===== src/rtl/sine_stream_analyzer.sv =====
// ----------------------------------------------------------------------------
// sine_stream_analyzer
//
// Receive-side monitor for a 10-bit offset-binary sine sample stream. Tracks
// the waveform quadrant, measures the period in valid samples between upward
// midpoint crossings, captures per-cycle peak/trough and flags lock once the
// period has repeated LOCK_COUNT times in a row.
//
// Ports:
//   clk          : clock, all logic on rising edge
//   rst_n        : asynchronous active-low reset
//   in_valid     : in_sample carries a valid sample this cycle
//   in_sample    : unsigned offset-binary sample
//   quadrant     : 0=POS_RISE 1=POS_FALL 2=NEG_FALL 3=NEG_RISE (0 while idle)
//   period       : last measured period in valid samples
//   period_valid : one-cycle pulse when period updates
//   peak         : max sample of the last positive half
//   trough       : min sample of the last negative half
//   locked       : period stable
//   error        : one-cycle pulse on mismatch while locked, or on timeout
// ----------------------------------------------------------------------------
module sine_stream_analyzer #(
    parameter int DATA_WIDTH   = 10,
    parameter int MIDPOINT     = 512,
    parameter int HYST         = 4,
    parameter int PERIOD_WIDTH = 12,
    parameter int LOCK_COUNT   = 2
) (
    input  logic                    clk,
    input  logic                    rst_n,
    input  logic                    in_valid,
    input  logic [DATA_WIDTH-1:0]   in_sample,
    output logic [1:0]              quadrant,
    output logic [PERIOD_WIDTH-1:0] period,
    output logic                    period_valid,
    output logic [DATA_WIDTH-1:0]   peak,
    output logic [DATA_WIDTH-1:0]   trough,
    output logic                    locked,
    output logic                    error
);

    // Thresholds carried one bit wider than the sample so MIDPOINT+HYST never wraps.
    localparam logic [DATA_WIDTH:0] HI_TH = (DATA_WIDTH+1)'(MIDPOINT + HYST);
    localparam logic [DATA_WIDTH:0] LO_TH =
        (MIDPOINT > HYST) ? (DATA_WIDTH+1)'(MIDPOINT - HYST) : '0;

    localparam int MW = (LOCK_COUNT < 2) ? 1 : $clog2(LOCK_COUNT + 1);
    localparam logic [MW-1:0] LOCK_M = MW'(LOCK_COUNT);

    // Last count value before saturation; the next increment is the timeout.
    localparam logic [PERIOD_WIDTH-1:0] CNT_LAST = {{(PERIOD_WIDTH-1){1'b1}}, 1'b0};

    typedef enum logic [2:0] {
        ST_IDLE,
        ST_POS_RISE,
        ST_POS_FALL,
        ST_NEG_FALL,
        ST_NEG_RISE
    } state_t;

    state_t                  state_q, state_d;
    logic [DATA_WIDTH-1:0]   prev_q, prev_d;
    logic [DATA_WIDTH-1:0]   run_min_q, run_min_d;
    logic [DATA_WIDTH-1:0]   run_max_q, run_max_d;
    logic [PERIOD_WIDTH-1:0] count_q, count_d;
    logic                    started_q, started_d;
    logic [MW-1:0]           match_q, match_d;
    logic [PERIOD_WIDTH-1:0] period_q, period_d;
    logic                    period_valid_q, period_valid_d;
    logic [DATA_WIDTH-1:0]   peak_q, peak_d;
    logic [DATA_WIDTH-1:0]   trough_q, trough_d;
    logic                    locked_q, locked_d;
    logic                    error_q, error_d;
    logic                    crossing;
    logic [DATA_WIDTH:0]     s_ext;

    assign s_ext = {1'b0, in_sample};

    always_ff @(posedge clk or negedge rst_n) begin
        if (!rst_n) begin
            state_q        <= ST_IDLE;
            prev_q         <= '0;
            run_min_q      <= '1;
            run_max_q      <= '0;
            count_q        <= '0;
            started_q      <= 1'b0;
            match_q        <= '0;
            period_q       <= '0;
            period_valid_q <= 1'b0;
            peak_q         <= '0;
            trough_q       <= '1;
            locked_q       <= 1'b0;
            error_q        <= 1'b0;
        end else begin
            state_q        <= state_d;
            prev_q         <= prev_d;
            run_min_q      <= run_min_d;
            run_max_q      <= run_max_d;
            count_q        <= count_d;
            started_q      <= started_d;
            match_q        <= match_d;
            period_q       <= period_d;
            period_valid_q <= period_valid_d;
            peak_q         <= peak_d;
            trough_q       <= trough_d;
            locked_q       <= locked_d;
            error_q        <= error_d;
        end
    end

    always_comb begin
        state_d        = state_q;
        prev_d         = prev_q;
        run_min_d      = run_min_q;
        run_max_d      = run_max_q;
        count_d        = count_q;
        started_d      = started_q;
        match_d        = match_q;
        period_d       = period_q;
        period_valid_d = 1'b0;
        peak_d         = peak_q;
        trough_d       = trough_q;
        locked_d       = locked_q;
        error_d        = 1'b0;
        crossing       = 1'b0;

        if (in_valid) begin
            prev_d = in_sample;

            // Direction tests are strict, so a repeated sample never turns the FSM.
            case (state_q)
                ST_IDLE: begin
                    if (s_ext < LO_TH) begin
                        state_d   = ST_NEG_FALL;
                        run_min_d = in_sample;
                    end
                end
                ST_NEG_FALL: begin
                    if (in_sample > prev_q) begin
                        state_d  = ST_NEG_RISE;
                        trough_d = run_min_q;
                    end else if (in_sample < run_min_q) begin
                        run_min_d = in_sample;
                    end
                end
                ST_NEG_RISE: begin
                    if (s_ext >= HI_TH) begin
                        state_d   = ST_POS_RISE;
                        run_max_d = in_sample;
                        crossing  = 1'b1;
                    end
                end
                ST_POS_RISE: begin
                    if (in_sample < prev_q) begin
                        state_d = ST_POS_FALL;
                        peak_d  = run_max_q;
                    end else if (in_sample > run_max_q) begin
                        run_max_d = in_sample;
                    end
                end
                ST_POS_FALL: begin
                    if (s_ext <= LO_TH) begin
                        state_d   = ST_NEG_FALL;
                        run_min_d = in_sample;
                    end
                end
                default: state_d = ST_IDLE;
            endcase

            if (crossing) begin
                // The crossing sample is sample 1 of the new period.
                count_d   = {{(PERIOD_WIDTH-1){1'b0}}, 1'b1};
                started_d = 1'b1;
                if (started_q) begin
                    period_d       = count_q;
                    period_valid_d = 1'b1;
                    if (count_q == period_q) begin
                        if (match_q != LOCK_M) begin
                            match_d = match_q + 1'b1;
                        end
                    end else begin
                        match_d = '0;
                        if (locked_q) begin
                            error_d = 1'b1;
                        end
                    end
                    locked_d = (match_d >= LOCK_M);
                end
            end else if (started_q) begin
                if (count_q == CNT_LAST) begin
                    // Timeout: abandon the measurement, keep the last period.
                    error_d   = 1'b1;
                    locked_d  = 1'b0;
                    state_d   = ST_IDLE;
                    count_d   = '0;
                    started_d = 1'b0;
                    match_d   = '0;
                end else begin
                    count_d = count_q + 1'b1;
                end
            end
        end
    end

    always_comb begin
        quadrant = 2'd0;
        case (state_q)
            ST_POS_RISE: quadrant = 2'd0;
            ST_POS_FALL: quadrant = 2'd1;
            ST_NEG_FALL: quadrant = 2'd2;
            ST_NEG_RISE: quadrant = 2'd3;
            default:     quadrant = 2'd0;
        endcase
    end

    assign period       = period_q;
    assign period_valid = period_valid_q;
    assign peak         = peak_q;
    assign trough       = trough_q;
    assign locked       = locked_q;
    assign error        = error_q;

endmodule

===== config.mk =====
export PLATFORM = sky130hd
export DESIGN_NAME = sine_stream_analyzer
export DESIGN_NICKNAME = d
export VERILOG_FILES = /design/src/rtl/sine_stream_analyzer.sv
export SDC_FILE = /design/constraint.sdc
export NUM_CORES = 1
export LEC_CHECK = 0
export ABC_AREA = 1
export BUFFER_PORTS_ARGS = -buffer_cell sky130_fd_sc_hd__buf_2
export CELL_PAD_IN_SITES_DETAIL_PLACEMENT = 1
export CELL_PAD_IN_SITES_GLOBAL_PLACEMENT = 1
export CORE_UTILIZATION = 40
export CTS_CLUSTER_DIAMETER = 30
export DETAILED_ROUTE_END_ITERATION = 6
export GPL_ROUTABILITY_DRIVEN = 0
export PLACE_DENSITY_LB_ADDON = 0.1
export SYNTH_ARGS = -nofsm -noshare
export SYNTH_HDL_FRONTEND = slang
export SYNTH_SLANG_ARGS = --single-unit
export TNS_END_PERCENT = 10

===== constraint.sdc =====
create_clock -name clk -period 1.9 [get_ports clk]
set_input_delay 0.19 -clock clk [delete_from_list [all_inputs] [get_ports clk]]
set_output_delay 0.19 -clock clk [all_outputs]
set_load 0.005 [all_outputs]

### Yosys cells after proc, flatten, opt, wreduce, memory -nomap -nowiden

Cells that the tools add are included.

* reduce and logical (&&, ||, !) cells: 12
* equal/unequal tests: 14
* $add $sub $neg: 2
* magnitude comparators: 8
* muxes and demuxes: 51

Operators by type and width (count)
* 10-bit two-way mux: 7
* 12-bit two-way mux: 3
* 10-bit one-hot mux with 3 select lines: 1
* 3-bit two-way mux: 8
* 10-bit greater-than comparator: 2
* 10-bit less-than comparator: 2
* 1-bit two-way mux: 20
* 10-bit one-hot mux with 2 select lines: 1
* 2-bit two-way mux: 9
* 2-bit inequality test (second input constant): 8
* 3-bit one-hot mux with 5 select lines: 1
* 12-bit by 1-bit adder with 12-bit output (second input constant): 1
* 12-bit equality test: 1
* 12-bit equality test (second input constant): 1
* 3-bit AND reduction: 4
* 10-bit greater-or-equal comparator (second input constant): 1
* 10-bit by 9-bit less-or-equal comparator with 1-bit output (second input constant): 1
* 10-bit by 9-bit less-than comparator with 1-bit output (second input constant): 1
* 3-bit by 2-bit equality test with 1-bit output (second input constant): 2
* 2-bit one-hot mux with 3 select lines: 1
* 6-bit AND reduction: 1
* 2-bit nonzero test: 3
* 5-bit AND reduction: 1
* 3-bit by 1-bit equality test with 1-bit output (second input constant): 1
* other kinds (6): 6

* bits in registers: 83
* word-level logic and storage cells: 100
* output and inout port bits: 37

### Depth between registers and ports, before layout

Gate-level depths: netlist of the first run.

* depth after elaboration: 9
* mapped depth: 14
* mapped depth without buffers: 14

### Worst setup path before layout of the first run

No wires, ideal clock.

* path type: reg-to-reg
* from: register run_min_q[7]
* to: register run_min_q[0]
* required time: 1.839 ns
* library setup time: 0.061 ns
* stages on the path, launching flop included: 11
* setup slack: 0.119 ns
* arrival: 1.720 ns
* clock period less this slack: 1.781 ns
* cells stage by stage: dfstp_2 inv_1 ha_1 a21oi_1 nor2_1 nor2_1 nand3_1 nand2_1 buf_1 nand4_1 nand2_1

* cells in the longest elaborated chain, start to end: 3

Ends and longest elaborated chain
* from (decl): RTL line 63 `logic [DATA_WIDTH-1:0] run_min_q, run_min_d;`
* from (signal assigned): RTL line 97 `run_min_q <= run_min_d;`
* 10-bit less-than comparator: RTL line 142 `end else if (in_sample < run_min_q) begin`
* 2-bit inequality test (no source line)
* 6-bit AND reduction (no source line)

No other way between the ends.
A chain may end at the register's enable or synchronous reset.

### Final worst setup path of the first run

* from: register prev_q[9]
* to: register trough_q[1], in the netlist trough[1]

* cells in the longest elaborated chain, start to end: 2

Ends and longest elaborated chain
* from (decl): RTL line 62 `logic [DATA_WIDTH-1:0] prev_q, prev_d;`
* from (signal assigned): RTL line 96 `prev_q <= prev_d;`
* 10-bit greater-than comparator: RTL line 139 `if (in_sample > prev_q) begin`
* 3-bit AND reduction (no source line)
* to (signal assigned): RTL line 105 `trough_q <= trough_d;`
* to (decl): RTL line 71 `logic [DATA_WIDTH-1:0] trough_q, trough_d;`

No other way between the ends.

==> impl_metrics.py, run 1 <==
metrics = {
    "status": {
        "run_status": "finished, violations left",
        "failed_checks": "design-rule violations, negative setup slack",
    },
    "routing": {
        "number_of_nets_still_failing_antenna_checks_after_routing": 0,
        "dr.max_layer_used": "met4",
        "drt-pass1-iter-count": 6,
        "detail_route.drc_violations": 5,
        "wl_met3_um": 376,
        "detail_route.iter0.violations": 213,
        "wire_per_inst_um": 15.8,
        "detail_route.wirelength.met1_um": 6230,
        "met2RoutedLength_um": 6520,
        "dr_total_vias": 4311,
        "route.final.wire_length_um": 13300,
        "viasPerCell": 5.13,
    },
    "timing": {
        "finalSetupTns_ps": -14.2,
        "layout_worst_path_cycle_share_pct": 101,
        "period_needed_ps": 1910,
        "slew_viol_final": 0,
        "final_critical_path_setup_slack_ps": -14.2,
        "slew-limit-headroom_pct": 70.5,
        "clock-skew-final_ps": 5.29,
        "grt_setup_unrepaired": "yes",
        "endpoints_failing_hold": 0,
        "worstMarginPinSlew_ps": 441,
        "fmaxAchievable_mhz": 522,
        "finalSetupViolCount": 1,
    },
    "clocking": {
        "root_driver": "clkbuf_16",
        "cts_max_path_buffers": 2,
        "cts_sinks": 83,
        "cts.clk_slew.worst_paths_ps": 60,
        "tritoncts": "done",
        "cts-buffers-inserted": 9,
        "clk_latency_ps": 350,
        "h_tree_levels": 3,
    },
    "finish": {
        "finish.net_count": 738,
        "areaGrowthSynthToFinish_pct": 24.5,
        "postLayoutCoreUtil_pct": 51.8,
        "final.fill_count": 1441,
        "antenna_cells": 0,
        "multiInputGateArea_um2": 2550,
        "share_of_layout_cells_above_drive_strength_1_pct": 26.9,
        "register_area_um2": 2100,
        "post_route_cell_area_um2": 6010,
    },
    "global_routing": {
        "grt_antenna_before_repair": 0,
        "pin_count_of_the_biggest_net_entering_global_routing": 33,
        "grt-ovfl-total": 0,
        "grt_first_pass_wirelength_um": 21900,
        "grt_pass1_vias": 4475,
        "grt_util_all_layers_pct": 22.1,
    },
    "floorplanning": {
        "design.core.area_um2": 11600,
        "ioPinCount": 50,
        "die_area_um2": 12500,
        "floorplan.die.width_um": 112,
        "die_y_um": 112,
        "start_util_pct": 41.6,
        "fp-row-count": 39,
    },
    "place": {
        "postPlaceCellArea_um2": 5380,
        "buffers_on_ports": 49,
        "detailedPlacementHpwl_um": 9680,
    },
    "yosys": {
        "postSynthAreaPerCell_um2": 7.92,
        "netlist_area_um2": 4830,
        "synth_seq_cells": 83,
        "yosysSeqAreaShare_pct": 43.5,
        "yosysUniqueCellTypes": 36,
        "synth_fp_nets": 655,
        "synth.yosys.warnings": 0,
        "synthesis.instances": 610,
    },
    "pwr": {
        "p_leak_nw": 3.08,
        "power_density_nw_per_um2": 1270,
        "post-layout-total-power_mw": 7.65,
        "power.ir.vdd_worst_v": 0.000906,
    },
    "hold_path": {
        "timing.hold.worst.class": "in -> reg",
    },
    "flow_run": {
        "drv_cap": 0,
    },
    "setup_path": {
        "cp_data_arrival_time_ps": 2180,
        "timing.critical_path.fanout_max": 8,
        "worst_ep_required_time_ps": 2170,
        "crit_type": "reg -> reg",
        "timing.critical_path.to_type": "flop",
        "critPathLaunchType": "flop",
    },
}
## stage by stage
stage | hold WS, ps | instances | setup WS [ps]
finish | 133 | 841 | -14.2
CTS | 118 | 830 | -5.71
global route | 142 | 841 | -84.8
detailed placement | 166 | 813 | -62.7
floorplan | -106 | 610 | 119
global placement | 158 | 813 | 19.8
## worst paths after layout
kind,slack (ps),depth (start not counted),endpoint,start
min in group asynchronous,330,2,peak[8]$_DFFE_PN0P_,rst_n
worst min register to register,460,2,trough[7]$_DFFE_PN1P_,trough[7]$_DFFE_PN1P_
worst max register to register,-10,10,trough[1]$_DFFE_PN1P_,prev_q[9]$_DFFE_PN0P_
worst max-delay path,-10,10,trough[1]$_DFFE_PN1P_,prev_q[9]$_DFFE_PN0P_
max in group asynchronous,900,3,count_q[0]$_DFFE_PN0P_,rst_n
worst min-delay path,130,3,run_max_q[6]$_DFFE_PN0P_,in_sample[6]
## layout by cell type, fill, tap and decap left out, types with 8 or more instances in the layout
master     netlist  routed
inv_1           72      66
nor2_1          34      29
dfrtp_1         63      61
nand4_1         21      21
nand3_1         30      28
inv_2            6      13
xnor2_1          8       8
buf_4            0      27
o21ai_0         31      20
a21oi_1          9       9
dfstp_2         20      20
nand2_1        196     186
buf_2            6      48
ha_1            32      26
nand2_2          3      12
clkbuf_16        0      10
o21ai_1         26      34
## state kept, by name, indices dropped and copies added (netlist names), 2 cells and up
name and cells:
state_q 3, peak 10, run_min_q 10, run_max_q 10
match_q 2, prev_q 10, trough 10, count_q 12
period 12
## area by class of cell
cell class | count | share of cell area, %
multi-input cells | 435 | 42.4
repair buffers | 85 | 9.80
clock inverters | 7 | 1.14
clock buffers | 9 | 3.75
flip-flops and latches | 83 | 35.0
inverters | 79 | 4.93
well taps | 143 | 2.98
## cell usage after synthesis (all sizes together)
master / instances / area, um2
nand2: 201 / 777
inv: 78 / 293
dfrtp: 63 / 1580
o21ai: 60 / 312
nor2: 40 / 185
nand3: 37 / 235
ha: 32 / 400
nand4: 21 / 131
dfstp: 20 / 526
buf: 11 / 82.6
a21oi: 9 / 45.0
nor3: 9 / 55.1
xnor2: 8 / 70.1
xor2: 7 / 61.3
clkbuf: 5 / 18.8
a21o: 2 / 15.0
a21boi: 1 / 7.51
and2: 1 / 6.26
clkinv: 1 / 3.75
nand3b: 1 / 7.51
o211ai: 1 / 7.51
o21bai: 1 / 7.51
or2: 1 / 6.26
## per-layer routing
layer | track usage, % | up-vias
li1 | - | 2131
met1 | 29.3 | 2104
met2 | 36.5 | 60
met3 | 3.97 | 16
met4 | 6.94 | 0
met5 | 0 | -
## worst max-delay path, cell delays in order, from the launching register on
cell,delay [ps]
dfrtp_1,360
inv_1,80
ha_4,280
nand2_2,60
nor2_4,120
nand3_2,120
nand3_4,120
nand3_4,190
clkbuf_16,230
o21ai_1,160
nand2_1,90
## cell families after synthesis
group | Yosys count | synth area share (%)
adders and majority gates | 32 | 8.29
buffers and inverters | 95 | 8.24
DFF | 83 | 43.5
and+or+nand+nor | 311 | 29.1
xor gates and xnor gates | 15 | 2.72
AOI/OAI and AO/OA | 74 | 8.16
## power by group
part	internal, mW	switching, mW	total (mW)
clock	1.01	0.761	1.77
combinational	1.23	1.76	3.00
sequential	2.45	0.427	2.88
total	4.69	2.95	7.65
## repair_timing
action	in CTS	in global routing
cloned	0	4
setup buffers	0	7
endpoints found under the setup margin	21	46
hold buffers	1	0
pin swaps	0	21
hold endpoints to repair	27	0
gates resized for setup	3	61
Power figures use the tool's default switching activity.
==> inputs of run 2 (changes only) <==
--- a/config.mk
+++ b/config.mk
@@ -17,4 +17,3 @@
 export SYNTH_ARGS = -nofsm -noshare
 export SYNTH_HDL_FRONTEND = slang
 export SYNTH_SLANG_ARGS = --single-unit
-export TNS_END_PERCENT = 10
==> impl_metrics.py, run 2 (same netlist as run 1, synthesis figures left out) <==
metrics = {
    "clocking": {
        "cts_sinks": 83,
        "clk_latency_ps": 350,
        "cts_max_path_buffers": 2,
        "h_tree_levels": 3,
        "root_driver": "clkbuf_16",
        "cts.clk_slew.worst_paths_ps": 60,
        "tritoncts": "done",
        "cts-buffers-inserted": 9,
    },
    "pwr": {
        "power.ir.vdd_worst_v": 0.000622,
        "p_leak_nw": 3.09,
        "power_density_nw_per_um2": 1260,
        "post-layout-total-power_mw": 7.68,
    },
    "routing": {
        "detail_route.drc_violations": 5,
        "wire_per_inst_um": 16.0,
        "route.final.wire_length_um": 13500,
        "drt-pass1-iter-count": 7,
        "viasPerCell": 5.16,
        "dr_total_vias": 4348,
        "number_of_nets_still_failing_antenna_checks_after_routing": 0,
        "detail_route.iter0.violations": 162,
    },
    "setup_path": {
        "timing.critical_path.fanout_max": 7,
        "crit-reg2reg-launch": "prev_q[9]$_DFFE_PN0P_",
        "worst_ep_required_time_ps": 2170,
        "critPathLaunchType": "flop",
        "regToRegEndpoint": "trough[1]$_DFFE_PN1P_",
        "setup.reg_to_reg.worst_slack_ps": 3,
        "r2r_cells": 10,
        "timing.critical_path.to_type": "flop",
        "cp_data_arrival_time_ps": 2160,
        "crit_type": "reg -> reg",
    },
    "global_routing": {
        "grt_antenna_before_repair": 0,
        "grt_pass1_vias": 4476,
        "grt-ovfl-total": 0,
        "grt_util_all_layers_pct": 22.0,
        "pin_count_of_the_biggest_net_entering_global_routing": 33,
        "grt_first_pass_wirelength_um": 21900,
    },
    "timing": {
        "clock-skew-final_ps": 5.84,
        "slew-limit-headroom_pct": 70.5,
        "period_needed_ps": 1900,
        "finalSetupTns_ps": 0,
        "layout_worst_path_cycle_share_pct": 99.8,
        "endpoints_failing_hold": 0,
        "grt_setup_unrepaired": "yes",
        "finalSetupViolCount": 0,
        "worstMarginPinSlew_ps": 442,
        "fmaxAchievable_mhz": 527,
        "slew_viol_final": 0,
    },
    "hold_path": {
        "whs_path_depth": 3,
        "timing.hold.worst.class": "in -> reg",
        "min_delay_worst_endpoint": "run_max_q[8]$_DFFE_PN0P_",
        "timing.hold.worst.start": "in_sample[8]",
    },
    "place": {
        "postPlaceCellArea_um2": 5380,
        "detailedPlacementHpwl_um": 9680,
        "buffers_on_ports": 49,
    },
    "finish": {
        "finish.net_count": 739,
        "areaGrowthSynthToFinish_pct": 26.3,
        "share_of_layout_cells_above_drive_strength_1_pct": 27.6,
        "post_route_cell_area_um2": 6100,
        "antenna_cells": 0,
        "layout.cells.most_common_list": "185 x nand2_1, 65 x inv_1, 62 x dfrtp_1, 48 x buf_2, 31 x o21ai_1",
        "final_common_cell": "nand2_1",
    },
    "floorplanning": {
        "ioPinCount": 50,
        "floorplan.die.width_um": 112,
        "die_area_um2": 12500,
        "start_util_pct": 41.6,
        "fp-row-count": 39,
        "die_y_um": 112,
        "design.core.area_um2": 11600,
    },
    "status": {
        "failed_checks": "design-rule violations",
        "run_status": "finished, violations left",
    },
    "flow_run": {
        "drv_cap": 0,
    },
}
[run 2: cell count changes in the layout (fill, tap and decap cells not counted), sizes merged]
cell	before	now
buf	83	85
clkinv	5	6
inv	79	78
nor2	41	40
[run 2: power by group]
| group | leakage, nW | total [mW] | switching (mW) | internal, mW |
|---|---|---|---|---|
| Clock | 0.143 | 1.77 | 0.756 | 1.01 |
| Combinational | 1.91 | 3.04 | 1.79 | 1.24 |
| Sequential | 1.03 | 2.87 | 0.423 | 2.45 |
| Total | 3.09 | 7.68 | 2.97 | 4.71 |
[run 2: stage by stage]
| step | std cells | setup WS (ps) | util, % | hold slack (ps) |
|---|---|---|---|---|
| after CTS | 831 | -5.71 | 49.3 | 118 |
| after detailed placement | 813 | -62.7 | 46.3 | 166 |
| after global routing | 842 | -66.2 | 52.5 | 144 |
| after floorplan | 610 | 119 | - | -106 |
| final | 842 | 3.41 | 52.5 | 136 |
| after global placement | 813 | 19.8 | 46.3 | 158 |
[run 2: final cells by class]
class	count	area, um2
multi-input combinational	434	2610
timing repair buffer	87	617
clock buffer	9	225
tap	143	179
fill	1433	5510
inverter	79	297
sequential	83	2100
clock inverter	7	68.8
[run 2: worst max-delay path by stage]
stage                                         from                       end  slack (ps)  cells after the start
final                        prev_q[9]$_DFFE_PN0P_     trough[1]$_DFFE_PN1P_           3                     10
after CTS                    prev_q[9]$_DFFE_PN0P_  run_max_q[7]$_DFFE_PN0P_          -6                     12
after global routing         prev_q[9]$_DFFE_PN0P_     trough[1]$_DFFE_PN1P_         -70                     10
after detailed placement  run_min_q[5]$_DFFE_PN1P_  run_min_q[0]$_DFFE_PN1P_         -60                     12
after global placement    run_min_q[7]$_DFFE_PN1P_  run_min_q[3]$_DFFE_PN1P_          20                     10
after floorplan           run_min_q[7]$_DFFE_PN1P_  run_min_q[0]$_DFFE_PN1P_         120                     10
[run 2: worst max-delay path, stage by stage (launching register included)]
cell and delay [ps]:
dfrtp_1 370, inv_2 60, ha_4 270, nand2_2 70, nor2_4 120, nand3_2 120
nand3_4 130, nand3_4 170, clkbuf_16 220, o21ai_0 190, nand2_1 80
[run 2: routing by layer]
metal / share of wire [%] / vias up / track usage [%] / wire length [um]
met5: 0 / - / 0 / 0
met4: 1.3 / 0 / 6.94 / 175
met3: 2.6 / 16 / 3.97 / 350
met2: 49 / 60 / 36.5 / 6660
met1: 47 / 2139 / 29.2 / 6330
li1: - / 2133 / - / -
[run 2: timing repair]
action,in CTS,in global routing
setup endpoints to repair,21,46
gates resized for setup,4,58
endpoints found under the hold margin,27,0
hold buffers,1,0
pin swaps,0,16
gates cloned,0,3
buffers inserted,1,8
